$ cat config.mk
export PLATFORM = sky130hd
export DESIGN_NAME = multicycle_sequencer
export DESIGN_NICKNAME = d
export VERILOG_FILES = /design/src/rtl/cpu_pkg.sv /design/src/rtl/perf_counter.sv /design/src/rtl/multicycle_sequencer.sv
export SDC_FILE = /design/constraint.sdc
export NUM_CORES = 1
export LEC_CHECK = 0
export BUFFER_PORTS_ARGS = -buffer_cell sky130_fd_sc_hd__buf_2
export CORE_MARGIN = 5
export CORE_UTILIZATION = 50
export DETAILED_ROUTE_END_ITERATION = 10
export PLACE_DENSITY = 0.81
export SLEW_MARGIN = 25
export SYNTH_ARGS = -nofsm -noshare
export SYNTH_HDL_FRONTEND = slang
export SYNTH_SLANG_ARGS = --single-unit
export TNS_END_PERCENT = 5
$ cat constraint.sdc
create_clock -name clk -period 1.9 [get_ports clk]
set_input_delay 0.19 -clock clk [delete_from_list [all_inputs] [get_ports clk]]
set_output_delay 0.19 -clock clk [all_outputs]
set_load 0.01 [all_outputs]
$ cat src/rtl/cpu_pkg.sv
// Shared control definitions for the multicycle MIPS core: sequencer state
// encoding, decoder stage codes and the latched decoder-flag record.
package cpu_pkg;

  // Width of the post-reset hold counter (RESET_PC_HOLD range 0..7)
  localparam int HOLD_W = 3;

  // Stage codes; the decoder emits these, the sequencer consumes them
  localparam logic [2:0] STG_ID_LAST  = 3'b000;
  localparam logic [2:0] STG_EX_LAST  = 3'b100;
  localparam logic [2:0] STG_NO_MEM   = 3'b101;
  localparam logic [2:0] STG_MEM_LAST = 3'b110;
  localparam logic [2:0] STG_FULL     = 3'b111;

  typedef enum logic [2:0] {
    S_WAIT, S_IF, S_ID, S_EX, S_MEM, S_WB, S_HALT
  } seq_state_t;

  // Decoder outputs captured when leaving ID. j and halt both finish in ID,
  // so their flags never have a later consumer and are not stored here.
  typedef struct packed {
    logic [2:0] stage;
    logic       reg_write;
    logic       mem_write;
    logic       branch;
  } dec_lat_t;

  // Illegal codes 001/010/011 behave as ID-last
  function automatic logic [2:0] stage_norm(input logic [2:0] s);
    return s[2] ? s : STG_ID_LAST;
  endfunction

endpackage

$ cat src/rtl/perf_counter.sv
// Free-running wrap-around event counter with synchronous clear.
module perf_counter #(
  parameter int W = 32
) (
  input  logic         clk,
  input  logic         rst,
  input  logic         inc,
  output logic [W-1:0] count
);

  // Count qualified events; wraps naturally at 2^W
  always_ff @(posedge clk) begin
    if (rst)      count <= '0;
    else if (inc) count <= count + 1'b1;
  end

endmodule

$ cat src/rtl/multicycle_sequencer.sv
// Phase sequencer for the multicycle MIPS core. Steps each instruction
// through IF/ID/EX/MEM/WB, gates datapath writes to the right phase and
// stops in S_HALT until reset.
// Optional feature macro: SEQ_PERF_CNT_EN adds cycle_cnt / retire_cnt.
module multicycle_sequencer
  import cpu_pkg::*;
#(
  parameter int RESET_PC_HOLD = 0
) (
  input  logic        clk,
  input  logic        rst,
  input  logic [2:0]  stage,
  input  logic        reg_write,
  input  logic        mem_write,
  input  logic        branch,
  input  logic        jump,
  input  logic        halt,
  input  logic        branch_taken,
  input  logic        mem_ready,
  output logic        if_en,
  output logic        id_en,
  output logic        ex_en,
  output logic        mem_en,
  output logic        wb_en,
  output logic        ir_write,
  output logic        pc_inc_write,
  output logic        pc_jump_write,
  output logic        pc_branch_write,
  output logic        rf_we,
  output logic        dm_we,
  output logic        instr_done,
  output logic        halted
`ifdef SEQ_PERF_CNT_EN
  ,
  output logic [31:0] cycle_cnt,
  output logic [31:0] retire_cnt
`endif
);

  localparam seq_state_t RST_STATE = (RESET_PC_HOLD == 0) ? S_IF : S_WAIT;
  localparam logic [HOLD_W-1:0] HOLD_LAST =
    HOLD_W'((RESET_PC_HOLD == 0) ? 0 : RESET_PC_HOLD - 1);

  seq_state_t        state;
  logic [HOLD_W-1:0] hold_cnt;
  dec_lat_t          lat;
  logic [2:0]        stage_n;

  assign stage_n = stage_norm(stage);

  // Phase FSM; decoder flags are captured on the edge leaving ID
  always_ff @(posedge clk) begin
    if (rst) begin
      state    <= RST_STATE;
      hold_cnt <= '0;
      lat      <= '0;
    end else begin
      case (state)
        S_WAIT: begin
          if (hold_cnt == HOLD_LAST) state <= S_IF;
          else                       hold_cnt <= hold_cnt + 1'b1;
        end
        S_IF: state <= S_ID;
        S_ID: begin
          lat <= {stage_n, reg_write, mem_write, branch};
          if (halt)                        state <= S_HALT;
          else if (stage_n == STG_ID_LAST) state <= S_IF;
          else                             state <= S_EX;
        end
        S_EX: begin
          case (lat.stage)
            STG_NO_MEM:             state <= S_WB;
            STG_MEM_LAST, STG_FULL: state <= S_MEM;
            default:                state <= S_IF;
          endcase
        end
        S_MEM: begin
          // hold here until the data memory accepts the access
          if (mem_ready) state <= (lat.stage == STG_FULL) ? S_WB : S_IF;
        end
        S_WB:    state <= S_IF;
        S_HALT:  state <= S_HALT;
        default: state <= S_IF;
      endcase
    end
  end

  assign if_en  = (state == S_IF);
  assign id_en  = (state == S_ID);
  assign ex_en  = (state == S_EX);
  assign mem_en = (state == S_MEM);
  assign wb_en  = (state == S_WB);
  assign halted = (state == S_HALT);

  assign ir_write        = if_en;
  assign pc_inc_write    = if_en;
  // jump resolves in ID, before any flag is latched
  assign pc_jump_write   = id_en & jump & ~halt;
  assign pc_branch_write = ex_en & lat.branch & branch_taken;
  assign rf_we           = wb_en & lat.reg_write;
  assign dm_we           = mem_en & lat.mem_write & mem_ready;

  // ID-last instructions end before latching, so that term uses live inputs
  assign instr_done = (id_en & ~halt & (stage_n == STG_ID_LAST))
                    | (ex_en & (lat.stage == STG_EX_LAST))
                    | (mem_en & mem_ready & (lat.stage == STG_MEM_LAST))
                    | wb_en;

`ifdef SEQ_PERF_CNT_EN
  perf_counter #(.W(32)) u_cycle_cnt (
    .clk   (clk),
    .rst   (rst),
    .inc   (state != S_HALT),
    .count (cycle_cnt)
  );

  perf_counter #(.W(32)) u_retire_cnt (
    .clk   (clk),
    .rst   (rst),
    .inc   (instr_done),
    .count (retire_cnt)
  );
`endif

endmodule

==> report_table.html, run 1 <==
<table>
<tr><th>Metric</th><th>Value</th></tr>
<tr><th colspan="2">Critical path</th></tr>
<tr><td>Worst setup startpoint</td><td>state[2]</td></tr>
<tr><td>Type of the worst setup path</td><td>register to output port</td></tr>
<tr><td>Endpoint class of the critical path</td><td>output port</td></tr>
<tr><td>Critical Path RT</td><td>1.71 ns</td></tr>
<tr><td>Destination of the critical timing path</td><td>instr_done</td></tr>
<tr><td>Start of the worst register-to-register path</td><td>hold_cnt[0]</td></tr>
<tr><td>End of the worst register-to-register path</td><td>hold_cnt[0]</td></tr>
<tr><td>Internal reg-to-reg setup slack</td><td>0.64 ns</td></tr>
<tr><td>Number of cells traversed by the worst register-to-register path</td><td>6</td></tr>
<tr><td>Kind of launch point of the worst setup path</td><td>register</td></tr>
<tr><td>Maximum fanout count along the critical path</td><td>10</td></tr>
<tr><td>Data arrival time of the critical path</td><td>1.52 ns</td></tr>
<tr><th colspan="2">CTS</th></tr>
<tr><td>TritonCTS sink count</td><td>12</td></tr>
<tr><td>TritonCTS clock tree</td><td>done</td></tr>
<tr><td>Clock latency at the later pin of the worst-skew pair</td><td>0.27 ns</td></tr>
<tr><td>Clock slew at the register clock pins of the worst setup and hold paths</td><td>0.07 ns</td></tr>
<tr><td>CTS H-tree lvls</td><td>1</td></tr>
<tr><td>Number of post-CTS setup repair buffers</td><td>0</td></tr>
<tr><td>Maximum buffer depth of the clock tree</td><td>2</td></tr>
<tr><td>CTS root buf</td><td>clkbuf_4</td></tr>
<tr><td>Number of buffers inserted during clock tree synthesis</td><td>3</td></tr>
<tr><th colspan="2">Power</th></tr>
<tr><td>Part of the power in the clock network</td><td>0.333</td></tr>
<tr><td>Comb pwr share</td><td>0.194</td></tr>
<tr><td>PD cells</td><td>738.0 mW/mm2</td></tr>
<tr><td>Switching Power</td><td>0.0001806 W</td></tr>
<tr><td>Part of the total power dissipated in sequential elements</td><td>0.473</td></tr>
<tr><td>Proportion of total power due to net switching</td><td>0.2958</td></tr>
<tr><td>Int Pwr</td><td>0.0004298 W</td></tr>
<tr><td>Peak supply drop</td><td>419.0 uV</td></tr>
<tr><td>Leakage power figure</td><td>0.3810 nW</td></tr>
<tr><th colspan="2">Drt</th></tr>
<tr><td>Iteration-0 DRC Markers</td><td>18</td></tr>
<tr><td>Routed length per placed instance</td><td>12.57 um</td></tr>
<tr><td>Via density per instance</td><td>5.532</td></tr>
<tr><td>Number of DRC violations after detailed routing</td><td>0</td></tr>
<tr><td>Total number of vias</td><td>697</td></tr>
<tr><td>Routed Antenna Nets</td><td>0</td></tr>
<tr><td>Pre-antenna DRT Iters</td><td>4</td></tr>
<tr><td>Total routed wirelength</td><td>1.584 mm</td></tr>
<tr><th colspan="2">STA</th></tr>
<tr><td>Fin crit share</td><td>0.9024</td></tr>
<tr><td>Setup Viol. Count Final</td><td>0</td></tr>
<tr><td>Max-slew headroom at the worst pin</td><td>0.7614</td></tr>
<tr><td>Tightest Pin Transition</td><td>0.3575 ns</td></tr>
<tr><td>Sum Neg Setup Slack</td><td>0 ns</td></tr>
<tr><td>Worst Skew</td><td>0.001450 ns</td></tr>
<tr><td>Final worst path period need</td><td>1.715 ns</td></tr>
<tr><td>Final Slew Violations</td><td>0</td></tr>
<tr><td>Maximum clock rate</td><td>583.3 MHz</td></tr>
<tr><td>Hold Fails Final Rpt</td><td>0</td></tr>
<tr><td>RSZ-0062 raised after global routing</td><td>no</td></tr>
<tr><th colspan="2">Job</th></tr>
<tr><td>Max-cap viol count</td><td>0</td></tr>
<tr><th colspan="2">Place</th></tr>
<tr><td>DP Area</td><td>782.0 um2</td></tr>
<tr><td>Post-detail-place hpwl</td><td>1.183 mm</td></tr>
<tr><td>Final estimated routing congestion in global placement</td><td>0.9168</td></tr>
<tr><td>Port Buffers</td><td>24</td></tr>
<tr><th colspan="2">Yosys</th></tr>
<tr><td>Fraction of registers with async set/reset</td><td>0</td></tr>
<tr><td>Synth Net Count</td><td>104</td></tr>
<tr><td>Gate Count Post-Synth</td><td>90</td></tr>
<tr><td>Synthesized area per cell</td><td>7.716 um2</td></tr>
<tr><td>Portion of the post-synthesis area used by sequential elements</td><td>0.3459</td></tr>
<tr><td>Netlist cell types</td><td>28</td></tr>
<tr><td>Flip-flop and latch count after synthesis</td><td>12</td></tr>
<tr><td>Number of enable-type register cells in the synthesized netlist</td><td>0</td></tr>
<tr><td>Leading register cell type out of synthesis</td><td>dfxtp_1</td></tr>
<tr><td>Syn Std Cell Area</td><td>694.4 um2</td></tr>
<tr><td>Synth warn</td><td>0</td></tr>
<tr><th colspan="2">Global routing</th></tr>
<tr><td>First-pass GRT wire length</td><td>2.408 mm</td></tr>
<tr><td>Initial antenna violation count</td><td>0</td></tr>
<tr><td>Global-route usage over all layers</td><td>0.1529</td></tr>
<tr><td>Number of global-route vias before repair</td><td>571</td></tr>
<tr><td>Largest net degree at the start of global routing</td><td>12</td></tr>
<tr><td>GRT overflow</td><td>0</td></tr>
<tr><th colspan="2">Final layout</th></tr>
<tr><td>Nets@finish</td><td>126</td></tr>
<tr><td>Layout filler cell count</td><td>128</td></tr>
<tr><td>Commonest non-fill, non-tap cell in the layout</td><td>buf_2</td></tr>
<tr><td>Commonest non-fill, non-tap cells in the layout</td><td>buf_2 (24), nand2_1 (11), dfxtp_1 (11)</td></tr>
<tr><td>Diodes inserted</td><td>0</td></tr>
<tr><td>Synth-to-layout area growth</td><td>19.10%</td></tr>
<tr><td>Register area</td><td>241.5 um2</td></tr>
<tr><td>Area used by multi-input combinational logic</td><td>382.9 um2</td></tr>
<tr><td>Fraction of final layout cells sized beyond drive strength 1</td><td>0.2973</td></tr>
<tr><td>Post-route standard cell area excluding fillers</td><td>827.0 um2</td></tr>
<tr><th colspan="2">Die</th></tr>
<tr><td>Die height</td><td>47.27 um</td></tr>
<tr><td>Starting Density</td><td>0.5337</td></tr>
<tr><td>Die outline area</td><td>0.002234 mm2</td></tr>
<tr><td>Die outline width</td><td>47.27 um</td></tr>
<tr><td>I/O Pins</td><td>25</td></tr>
<tr><td>Cell row count</td><td>13</td></tr>
<tr><td>Core Area</td><td>0.001301 mm2</td></tr>
<tr><th colspan="2">Min path</th></tr>
<tr><td>Hold crit path type</td><td>primary input to register</td></tr>
<tr><th colspan="2">Outcome</th></tr>
<tr><td>Outcome</td><td>complete, no violations</td></tr>
</table>
-- how the worst min path moves through the flow --
| stage | start | endpoint | slack [ns] | cells past startpoint |
|---|---|---|---|---|
| final | mem_write | lat[1] | 0.15 | 3 |
| after global routing | mem_write | lat[1] | 0.16 | 3 |
| after CTS | mem_write | lat[1] | 0.15 | 3 |
| after detailed placement | mem_write | lat[1] | 0.44 | 3 |
| after global placement | mem_write | lat[1] | 0.43 | 3 |
| after floorplan | rst | state[0] | 0.31 | 2 |
-- state kept, by name (all words and copies together), names as in the netlist --
register,count
lat,6
hold_cnt,3
state,3
-- metrics by stage --
| step | cells | worst slack [ns] | util | power [W] | hold WS [ns] |
|---|---|---|---|---|---|
| floorplan | 90 | 0.4538 | - | 0.0003796 | 0.3103 |
| finish | 126 | 0.1855 | 0.6356 | 0.0006104 | 0.1459 |
| CTS | 126 | 0.03082 | 0.6288 | 0.0006089 | 0.1461 |
| global route | 126 | 0.1151 | 0.6356 | 0.0006402 | 0.1644 |
| detailed placement | 122 | 0.3367 | 0.6010 | 0.0004069 | 0.4401 |
| global placement | 122 | 0.4011 | 0.6010 | 0.0004049 | 0.4309 |
-- kinds of logic after synthesis --
logic type                 count (synthesis)  share of synthesized area
AOI/OAI and AO/OA                         17                     0.1387
xor gates and xnor gates                   2                    0.02523
adders and majority gates                  2                    0.03603
buffers and inverters                     13                     0.1135
DFF                                       12                     0.3459
muxes                                      1                    0.01441
and+or+nand+nor                           43                     0.3261
-- cells in the mapped netlist (all sizes together) (3+ instances only) --
master / n / share of area
inv: 5 / 0.027
o21ai: 5 / 0.036
a21oi: 9 / 0.065
nor2: 9 / 0.049
nand2b: 3 / 0.038
buf: 6 / 0.068
nor3: 3 / 0.022
nor2b: 3 / 0.027
and3: 3 / 0.027
nor3b: 4 / 0.043
dfxtp: 12 / 0.35
nand2: 11 / 0.059
nand3: 3 / 0.022
-- layer usage --
metal	share of wire	routed length, um	track usage	vias up
met5	0	0	0	-
met4	0.017	27	0.08287	0
met3	0.085	134	0.02299	3
met2	0.48	767	0.2433	35
met1	0.41	654	0.1959	318
li1	-	-	-	341
-- worst max-delay path, stage by stage (launching register included) --
cell      delay [ns]
dfxtp_1         0.39
nand2b_4        0.18
or2_4           0.28
o311ai_1        0.23
buf_2           0.17
-- repair_timing --
item                                    in CTS  in global routing
hold buffers                                 0                  0
gates resized for setup                      0                  3
endpoints found under the setup margin       0                  3
-- power groups by stage --
| stage | combinational [W] | clock [W] | sequential (W) |
|---|---|---|---|
| 2_1_floorplan | 0.000106 | 0 | 0.000274 |
| 3_3_place_gp | 0.000114 | 0 | 0.000291 |
| 3_5_place_dp | 0.000115 | 0 | 0.000291 |
| 4_1_cts | 0.000116 | 0.000207 | 0.000286 |
| 5_1_grt | 0.000135 | 0.000214 | 0.000291 |
| 6_report | 0.000118 | 0.000203 | 0.000289 |
-- cell type report --
class | count | area share
clock buffers | 4 | 0.04387
inverters | 6 | 0.03328
multi-input cells | 65 | 0.4629
flip-flops and latches | 12 | 0.2920
well taps | 15 | 0.02269
repair buffers | 24 | 0.1452
Note: power is estimated with default switching activity, not from simulation.
==> run 2: changes to the inputs <==
- CORE_MARGIN: 5 -> unset
- SLEW_MARGIN: 25 -> unset
==> report_table.html, run 2 (same netlist as run 1, synthesis figures left out) <==
<table>
<tr><th>Metric</th><th>Value</th></tr>
<tr><th colspan="2">Power</th></tr>
<tr><td>Peak supply drop</td><td>401.1 uV (-4.3%)</td></tr>
<tr><td>PD cells</td><td>733.8 mW/mm2 (-0.57%)</td></tr>
<tr><td>Leakage power figure</td><td>0.3783 nW (-0.70%)</td></tr>
<tr><th colspan="2">Drt</th></tr>
<tr><td>Routed Antenna Nets</td><td>0 (unchanged)</td></tr>
<tr><td>Total routed wirelength</td><td>1.391 mm (-12%)</td></tr>
<tr><td>Via density per instance</td><td>5.159 (-6.7%)</td></tr>
<tr><td>Iteration-0 DRC Markers</td><td>10 (-8)</td></tr>
<tr><td>Number of DRC violations after detailed routing</td><td>0 (unchanged)</td></tr>
<tr><td>Routed length per placed instance</td><td>11.04 um (-12%)</td></tr>
<tr><td>Pre-antenna DRT Iters</td><td>4 (unchanged)</td></tr>
<tr><td>Total number of vias</td><td>650 (-6.7%)</td></tr>
<tr><th colspan="2">Min path</th></tr>
<tr><td>Launch point of the worst hold path</td><td>mem_write</td></tr>
<tr><td>Hold crit path type</td><td>primary input to register</td></tr>
<tr><td>Worst Hold Path Cells</td><td>3 (unchanged)</td></tr>
<tr><td>End point of the worst hold path</td><td>lat[1]</td></tr>
<tr><th colspan="2">CTS</th></tr>
<tr><td>Number of buffers inserted during clock tree synthesis</td><td>3 (unchanged)</td></tr>
<tr><td>Number of post-CTS setup repair buffers</td><td>0 (unchanged)</td></tr>
<tr><td>Total of cells resized after clock tree synthesis</td><td>0 (unchanged)</td></tr>
<tr><td>Clock latency at the later pin of the worst-skew pair</td><td>0.27 ns (about the same)</td></tr>
<tr><td>TritonCTS sink count</td><td>12 (unchanged)</td></tr>
<tr><td>Clock slew at the register clock pins of the worst setup and hold paths</td><td>0.08 ns (about the same)</td></tr>
<tr><td>CTS H-tree lvls</td><td>1 (unchanged)</td></tr>
<tr><td>Cts hold-fix bufs</td><td>0 (unchanged)</td></tr>
<tr><td>Maximum buffer depth of the clock tree</td><td>2 (unchanged)</td></tr>
<tr><td>CTS root buf</td><td>clkbuf_4</td></tr>
<tr><td>TritonCTS clock tree</td><td>done</td></tr>
<tr><th colspan="2">STA</th></tr>
<tr><td>Setup Viol. Count Final</td><td>0 (unchanged)</td></tr>
<tr><td>Final hold slack</td><td>0.1539 ns (+0.008012 ns)</td></tr>
<tr><td>Fin crit share</td><td>0.9394 (+0.03699)</td></tr>
<tr><td>Final Slew Violations</td><td>0 (unchanged)</td></tr>
<tr><td>Maximum clock rate</td><td>560.3 MHz (-3.9%)</td></tr>
<tr><td>Hold Fails Final Rpt</td><td>0 (unchanged)</td></tr>
<tr><td>Sum Neg Setup Slack</td><td>0 ns (unchanged)</td></tr>
<tr><td>RSZ-0062 raised after global routing</td><td>no</td></tr>
<tr><td>Tightest Pin Transition</td><td>0.4398 ns (+0.08232 ns)</td></tr>
<tr><td>Max-slew headroom at the worst pin</td><td>0.7062 (-0.05519)</td></tr>
<tr><td>Worst Skew</td><td>0.002037 ns (+0.0005878 ns)</td></tr>
<tr><td>Final worst path period need</td><td>1.785 ns (+0.07028 ns)</td></tr>
<tr><th colspan="2">Die</th></tr>
<tr><td>Die outline width</td><td>39.27 um (-17%)</td></tr>
<tr><td>Cell row count</td><td>13 (unchanged)</td></tr>
<tr><td>I/O Pins</td><td>25 (unchanged)</td></tr>
<tr><td>Die outline area</td><td>0.001542 mm2 (-31%)</td></tr>
<tr><td>Starting Density</td><td>0.5337 (unchanged)</td></tr>
<tr><td>Core Area</td><td>0.001301 mm2 (unchanged)</td></tr>
<tr><td>Die height</td><td>39.27 um (-17%)</td></tr>
<tr><th colspan="2">Place</th></tr>
<tr><td>Port Buffers</td><td>24 (unchanged)</td></tr>
<tr><td>Post-detail-place hpwl</td><td>1.077 mm (-9.0%)</td></tr>
<tr><td>Final estimated routing congestion in global placement</td><td>0.8168 (-11%)</td></tr>
<tr><td>DP Area</td><td>782.0 um2 (unchanged)</td></tr>
<tr><th colspan="2">Critical path</th></tr>
<tr><td>Master of the slowest instance on the critical path</td><td>dfxtp_1</td></tr>
<tr><td>Data arrival time of the critical path</td><td>1.59 ns (+0.07 ns)</td></tr>
<tr><td>Cell-by-cell trace of the critical path</td><td>nand2b_4, or2_1, o311ai_1, buf_2</td></tr>
<tr><td>Crit-path leading delay family</td><td>simple AND/OR/NAND/NOR gates</td></tr>
<tr><td>Endpoint class of the critical path</td><td>output port</td></tr>
<tr><td>Internal reg-to-reg setup slack</td><td>0.52 ns (-0.12 ns)</td></tr>
<tr><td>CP max stage delay</td><td>0.38 ns (about the same)</td></tr>
<tr><td>End of the worst register-to-register path</td><td>lat[3]</td></tr>
<tr><td>Maximum fanout count along the critical path</td><td>10 (unchanged)</td></tr>
<tr><td>Buf/Inv on CP</td><td>1 (unchanged)</td></tr>
<tr><td>Type of the worst setup path</td><td>register to output port</td></tr>
<tr><td>Number of cells traversed by the worst register-to-register path</td><td>5 (-1)</td></tr>
<tr><td>Critical Path RT</td><td>1.71 ns (about the same)</td></tr>
<tr><td>Kind of launch point of the worst setup path</td><td>register</td></tr>
<tr><td>Start of the worst register-to-register path</td><td>state[2]</td></tr>
<tr><th colspan="2">Final layout</th></tr>
<tr><td>Nets@finish</td><td>126 (unchanged)</td></tr>
<tr><td>Commonest non-fill, non-tap cell in the layout</td><td>buf_2</td></tr>
<tr><td>Commonest non-fill, non-tap cells in the layout</td><td>buf_2 (24), nand2_1 (11), dfxtp_1 (11)</td></tr>
<tr><td>Post-route standard cell area excluding fillers</td><td>819.5 um2 (-0.91%)</td></tr>
<tr><td>Flip-flop count of the largest register after layout</td><td>6 (unchanged)</td></tr>
<tr><td>Top reg by flops</td><td>lat</td></tr>
<tr><td>Registers with the most flip-flops</td><td>lat (6), hold_cnt (3), state (3)</td></tr>
<tr><td>Fraction of final layout cells sized beyond drive strength 1</td><td>0.2793 (-0.01802)</td></tr>
<tr><td>Synth-to-layout area growth</td><td>18.02%</td></tr>
<tr><td>Diodes inserted</td><td>0 (unchanged)</td></tr>
<tr><th colspan="2">Global routing</th></tr>
<tr><td>Largest net degree at the start of global routing</td><td>12 (unchanged)</td></tr>
<tr><td>Number of global-route vias before repair</td><td>471 (-18%)</td></tr>
<tr><td>Initial antenna violation count</td><td>0 (unchanged)</td></tr>
<tr><td>GRT overflow</td><td>0 (unchanged)</td></tr>
<tr><td>First-pass GRT wire length</td><td>1.959 mm (-19%)</td></tr>
<tr><td>Global-route usage over all layers</td><td>0.1974 (+0.04447)</td></tr>
<tr><th colspan="2">Outcome</th></tr>
<tr><td>Outcome</td><td>complete, no violations</td></tr>
<tr><th colspan="2">Job</th></tr>
<tr><td>Max-cap viol count</td><td>0 (unchanged)</td></tr>
</table>
==> run 2: cell type report <==
cell class	instances	area (um2)
Clock buffer	4	36.28
Fill cell	127	481.7
Inverter	6	27.53
Multi-Input combinational cell	65	375.4
Sequential cell	12	241.5
Tap cell	15	18.77
Timing Repair Buffer	24	120.1
==> run 2: how the worst max path moves through the flow <==
stage | startpoint | end | slack, ns | cells past startpoint
floorplan | state[2] | instr_done | 0.45 | 5
global route | state[2] | instr_done | 0.02 | 4
CTS | state[1] | instr_done | 0.07 | 4
detailed placement | state[1] | instr_done | 0.37 | 4
global placement | state[1] | instr_done | 0.40 | 4
finish | state[2] | instr_done | 0.12 | 4
==> run 2: report_power, final <==
part | internal, W | switching [W]
logic | 0.0000467 | 0.0000673
clock network | 0.000116 | 0.0000849
registers | 0.000265 | 0.0000215
total | 0.000428 | 0.000174
==> run 2: worst register-to-register path, delay by kind of cell (launching register included) <==
kind	cells	cell delay, ns
and+or+nand+nor	3	0.61
DFF	1	0.47
buffers and inverters	1	0.13
AOI/OAI and AO/OA	1	0.06
==> run 2: routing by layer <==
layer,vias up,global-route usage,share of wire
met4,0,0.1293,0.014
met3,2,0.01705,0.035
li1,342,-,-
met2,17,0.2750,0.46
met5,-,0,0
met1,289,0.2852,0.49
==> run 2: per-stage QoR <==
step           total power [W]  std cells  worst slack, ns    util
2_1_floorplan        0.0003796         90           0.4538       -
6_report             0.0006014        126           0.1152  0.6298
3_5_place_dp         0.0004054        122           0.3708  0.6010
5_1_grt              0.0006346        126          0.01946  0.6298
4_1_cts              0.0006035        126          0.07329  0.6288
3_3_place_gp         0.0004027        122           0.3959  0.6010
==> run 3: changes to the inputs <==
- CORE_AREA: unset -> 2 2 39 41
- CORE_UTILIZATION: 50 -> unset
- CTS_BUF_LIST: unset -> sky130_fd_sc_hd__clkbuf_8
- CTS_CLUSTER_SIZE: unset -> 14
- DIE_AREA: unset -> 0 0 41 43
- PLACE_DENSITY: 0.81 -> 0.84
- REMOVE_ABC_BUFFERS: unset -> 1
==> report_table.html, run 3 (same netlist as run 1, synthesis figures left out) <==
<table>
<tr><th>Metric</th><th>Value</th></tr>
<tr><th colspan="2">Min path</th></tr>
<tr><td>Worst Hold Path Cells</td><td>3 (unchanged)</td></tr>
<tr><td>Hold crit path type</td><td>primary input to register</td></tr>
<tr><th colspan="2">Die</th></tr>
<tr><td>Core Area</td><td>0.001384 mm2 (+6.3%)</td></tr>
<tr><td>Cell row count</td><td>14 (+1)</td></tr>
<tr><td>Starting Density</td><td>0.5018 (-0.03185)</td></tr>
<tr><td>Die height</td><td>43 um (+9.5%)</td></tr>
<tr><td>Die outline width</td><td>41 um (+4.4%)</td></tr>
<tr><td>I/O Pins</td><td>25 (unchanged)</td></tr>
<tr><td>Die outline area</td><td>0.001763 mm2 (+14%)</td></tr>
<tr><th colspan="2">Critical path</th></tr>
<tr><td>Master of the slowest instance on the critical path</td><td>dfxtp_1</td></tr>
<tr><td>Maximum fanout count along the critical path</td><td>10 (unchanged)</td></tr>
<tr><td>CP max stage delay</td><td>0.38 ns (about the same)</td></tr>
<tr><td>Data arrival time of the critical path</td><td>1.60 ns (about the same)</td></tr>
<tr><td>Critical Path RT</td><td>1.71 ns (about the same)</td></tr>
<tr><td>Cell-by-cell trace of the critical path</td><td>nand2b_4, or2_1, o311ai_1, buf_2</td></tr>
<tr><td>Endpoint class of the critical path</td><td>output port</td></tr>
<tr><td>Kind of launch point of the worst setup path</td><td>register</td></tr>
<tr><td>Type of the worst setup path</td><td>register to output port</td></tr>
<tr><td>Number of cells traversed by the worst register-to-register path</td><td>5 (unchanged)</td></tr>
<tr><th colspan="2">Drt</th></tr>
<tr><td>Total number of vias</td><td>679 (+4.5%)</td></tr>
<tr><td>Number of DRC violations after detailed routing</td><td>0 (unchanged)</td></tr>
<tr><td>Met1 layer wirelength in the final routing</td><td>625 um (-9.0%)</td></tr>
<tr><td>Routed Antenna Nets</td><td>0 (unchanged)</td></tr>
<tr><td>Met3 routed wirelength</td><td>117 um (+140%)</td></tr>
<tr><td>Total routed wirelength</td><td>1.485 mm (+6.8%)</td></tr>
<tr><td>Pre-antenna DRT Iters</td><td>4 (unchanged)</td></tr>
<tr><td>Detailed route wirelength on metal2</td><td>691 um (+9.0%)</td></tr>
<tr><td>Top routing layer in use</td><td>met4</td></tr>
<tr><td>Via density per instance</td><td>5.389 (+4.5%)</td></tr>
<tr><td>Iteration-0 DRC Markers</td><td>14 (+4)</td></tr>
<tr><td>Routed length per placed instance</td><td>11.79 um (+6.8%)</td></tr>
<tr><th colspan="2">Final layout</th></tr>
<tr><td>Commonest non-fill, non-tap cell in the layout</td><td>buf_2</td></tr>
<tr><td>Registers with the most flip-flops</td><td>lat (6), hold_cnt (3), state (3)</td></tr>
<tr><td>Synth-to-layout area growth</td><td>19.64%</td></tr>
<tr><td>Top reg by flops</td><td>lat</td></tr>
<tr><td>Commonest non-fill, non-tap cells in the layout</td><td>buf_2 (24), nand2_1 (11), dfxtp_1 (11)</td></tr>
<tr><td>Diodes inserted</td><td>0 (unchanged)</td></tr>
<tr><td>Nets@finish</td><td>126 (unchanged)</td></tr>
<tr><td>Flip-flop count of the largest register after layout</td><td>6 (unchanged)</td></tr>
<tr><td>Fraction of final layout cells sized beyond drive strength 1</td><td>0.2818 (+0.002539)</td></tr>
<tr><th colspan="2">Place</th></tr>
<tr><td>DP Worst Slack</td><td>0.3471 ns (-0.02372 ns)</td></tr>
<tr><td>Port Buffers</td><td>24 (unchanged)</td></tr>
<tr><td>Final estimated routing congestion in global placement</td><td>0.7443 (-8.9%)</td></tr>
<tr><td>Post-detail-place hpwl</td><td>1.124 mm (+4.4%)</td></tr>
<tr><th colspan="2">Global routing</th></tr>
<tr><td>Largest net degree at the start of global routing</td><td>12 (unchanged)</td></tr>
<tr><td>Number of global-route vias before repair</td><td>614 (+30%)</td></tr>
<tr><td>Global-route usage over all layers</td><td>0.2067 (+0.009285)</td></tr>
<tr><td>First-pass GRT wire length</td><td>2.532 mm (+29%)</td></tr>
<tr><td>Initial antenna violation count</td><td>0 (unchanged)</td></tr>
<tr><td>GRT overflow</td><td>0 (unchanged)</td></tr>
<tr><th colspan="2">STA</th></tr>
<tr><td>Sum Neg Setup Slack</td><td>0 ns (unchanged)</td></tr>
<tr><td>Final hold slack</td><td>0.1870 ns (+0.03307 ns)</td></tr>
<tr><td>Tightest Pin Transition</td><td>0.3688 ns (-0.07096 ns)</td></tr>
<tr><td>RSZ-0062 raised after global routing</td><td>no</td></tr>
<tr><td>Max-slew headroom at the worst pin</td><td>0.7538 (+0.04761)</td></tr>
<tr><td>Worst Skew</td><td>0.0006423 ns (-0.001395 ns)</td></tr>
<tr><td>Maximum clock rate</td><td>558.0 MHz (-0.41%)</td></tr>
<tr><td>Fin crit share</td><td>0.9432 (+0.003877)</td></tr>
<tr><td>Final Slew Violations</td><td>0 (unchanged)</td></tr>
<tr><td>Setup Viol. Count Final</td><td>0 (unchanged)</td></tr>
<tr><td>Hold Fails Final Rpt</td><td>0 (unchanged)</td></tr>
<tr><td>Final worst path period need</td><td>1.792 ns (+0.007366 ns)</td></tr>
<tr><td>Post-route setup slack</td><td>0.1078 ns (-0.007366 ns)</td></tr>
<tr><th colspan="2">CTS</th></tr>
<tr><td>Clock slew at the register clock pins of the worst setup and hold paths</td><td>0.05 ns (-0.03 ns)</td></tr>
<tr><td>Number of buffers inserted during clock tree synthesis</td><td>3 (unchanged)</td></tr>
<tr><td>TritonCTS sink count</td><td>12 (unchanged)</td></tr>
<tr><td>Maximum buffer depth of the clock tree</td><td>2 (unchanged)</td></tr>
<tr><td>Cts hold-fix bufs</td><td>0 (unchanged)</td></tr>
<tr><td>CTS root buf</td><td>clkbuf_8</td></tr>
<tr><td>CTS H-tree lvls</td><td>1 (unchanged)</td></tr>
<tr><td>Clock latency at the later pin of the worst-skew pair</td><td>0.24 ns (-0.03 ns)</td></tr>
<tr><td>Number of post-CTS setup repair buffers</td><td>0 (unchanged)</td></tr>
<tr><td>TritonCTS clock tree</td><td>done</td></tr>
<tr><th colspan="2">Power</th></tr>
<tr><td>Leakage power figure</td><td>0.3798 nW (+0.40%)</td></tr>
<tr><td>Peak supply drop</td><td>608.2 uV (+52%)</td></tr>
<tr><td>PD cells</td><td>761.7 mW/mm2 (+3.8%)</td></tr>
<tr><th colspan="2">Outcome</th></tr>
<tr><td>Outcome</td><td>complete, no violations</td></tr>
<tr><th colspan="2">Job</th></tr>
<tr><td>Max-cap viol count</td><td>0 (unchanged)</td></tr>
</table>
[run 3: report_power, final]
group          internal, W  switching, W  total (W)
Sequential        0.000265     0.0000242   0.000290
Combinational    0.0000468     0.0000665   0.000113
Clock             0.000140     0.0000904   0.000230
[run 3: through the flow]
step           total power, W  instance area [um2]  utilization  instances
2_1_floorplan       0.0003538                643.1            -         83
3_3_place_gp        0.0004012                783.3       0.5660        123
3_5_place_dp        0.0004044                783.3       0.5660        123
4_1_cts             0.0006291                824.5       0.5958        126
5_1_grt             0.0006630                830.8       0.6004        126
6_report            0.0006328                830.8       0.6004        126
[run 3: cell type report]
type	count	area, um2
fillers	125	553.0
multi-input cells	65	380.4
well taps	16	20.02
inverters	6	27.53
repair buffers	24	120.1
flip-flops and latches	12	241.5
clock buffers	3	41.29
[run 3: worst paths after layout]
| check | start | to | slack, ns |
|---|---|---|---|
| setup / recovery | state[2] | instr_done | 0.11 |
| hold / removal | branch | lat[0] | 0.19 |
| setup reg to reg | state[2] | lat[4] | 0.49 |
| hold reg to reg | lat[0] | lat[0] | 0.46 |
[run 3: timing repair]
item / CTS / global route
resized for setup: 0 / 2
hold endpoints to repair: 0 / 0
endpoints found under the setup margin: 0 / 1
[run 3: critical path: cells and delay by family, from the launching register on]
| family | cells | cell delay (ns) |
|---|---|---|
| DFF | 1 | 0.38 |
| and+or+nand+nor | 2 | 0.53 |
| buffers and inverters | 1 | 0.18 |
| AOI/OAI and AO/OA | 1 | 0.28 |
[run 3: routing by layer]
metal / up-vias / track usage
met5: - / 0
met4: 0 / 0.09333
met2: 34 / 0.2938
met1: 291 / 0.2834
li1: 346 / -
met3: 8 / 0.05236
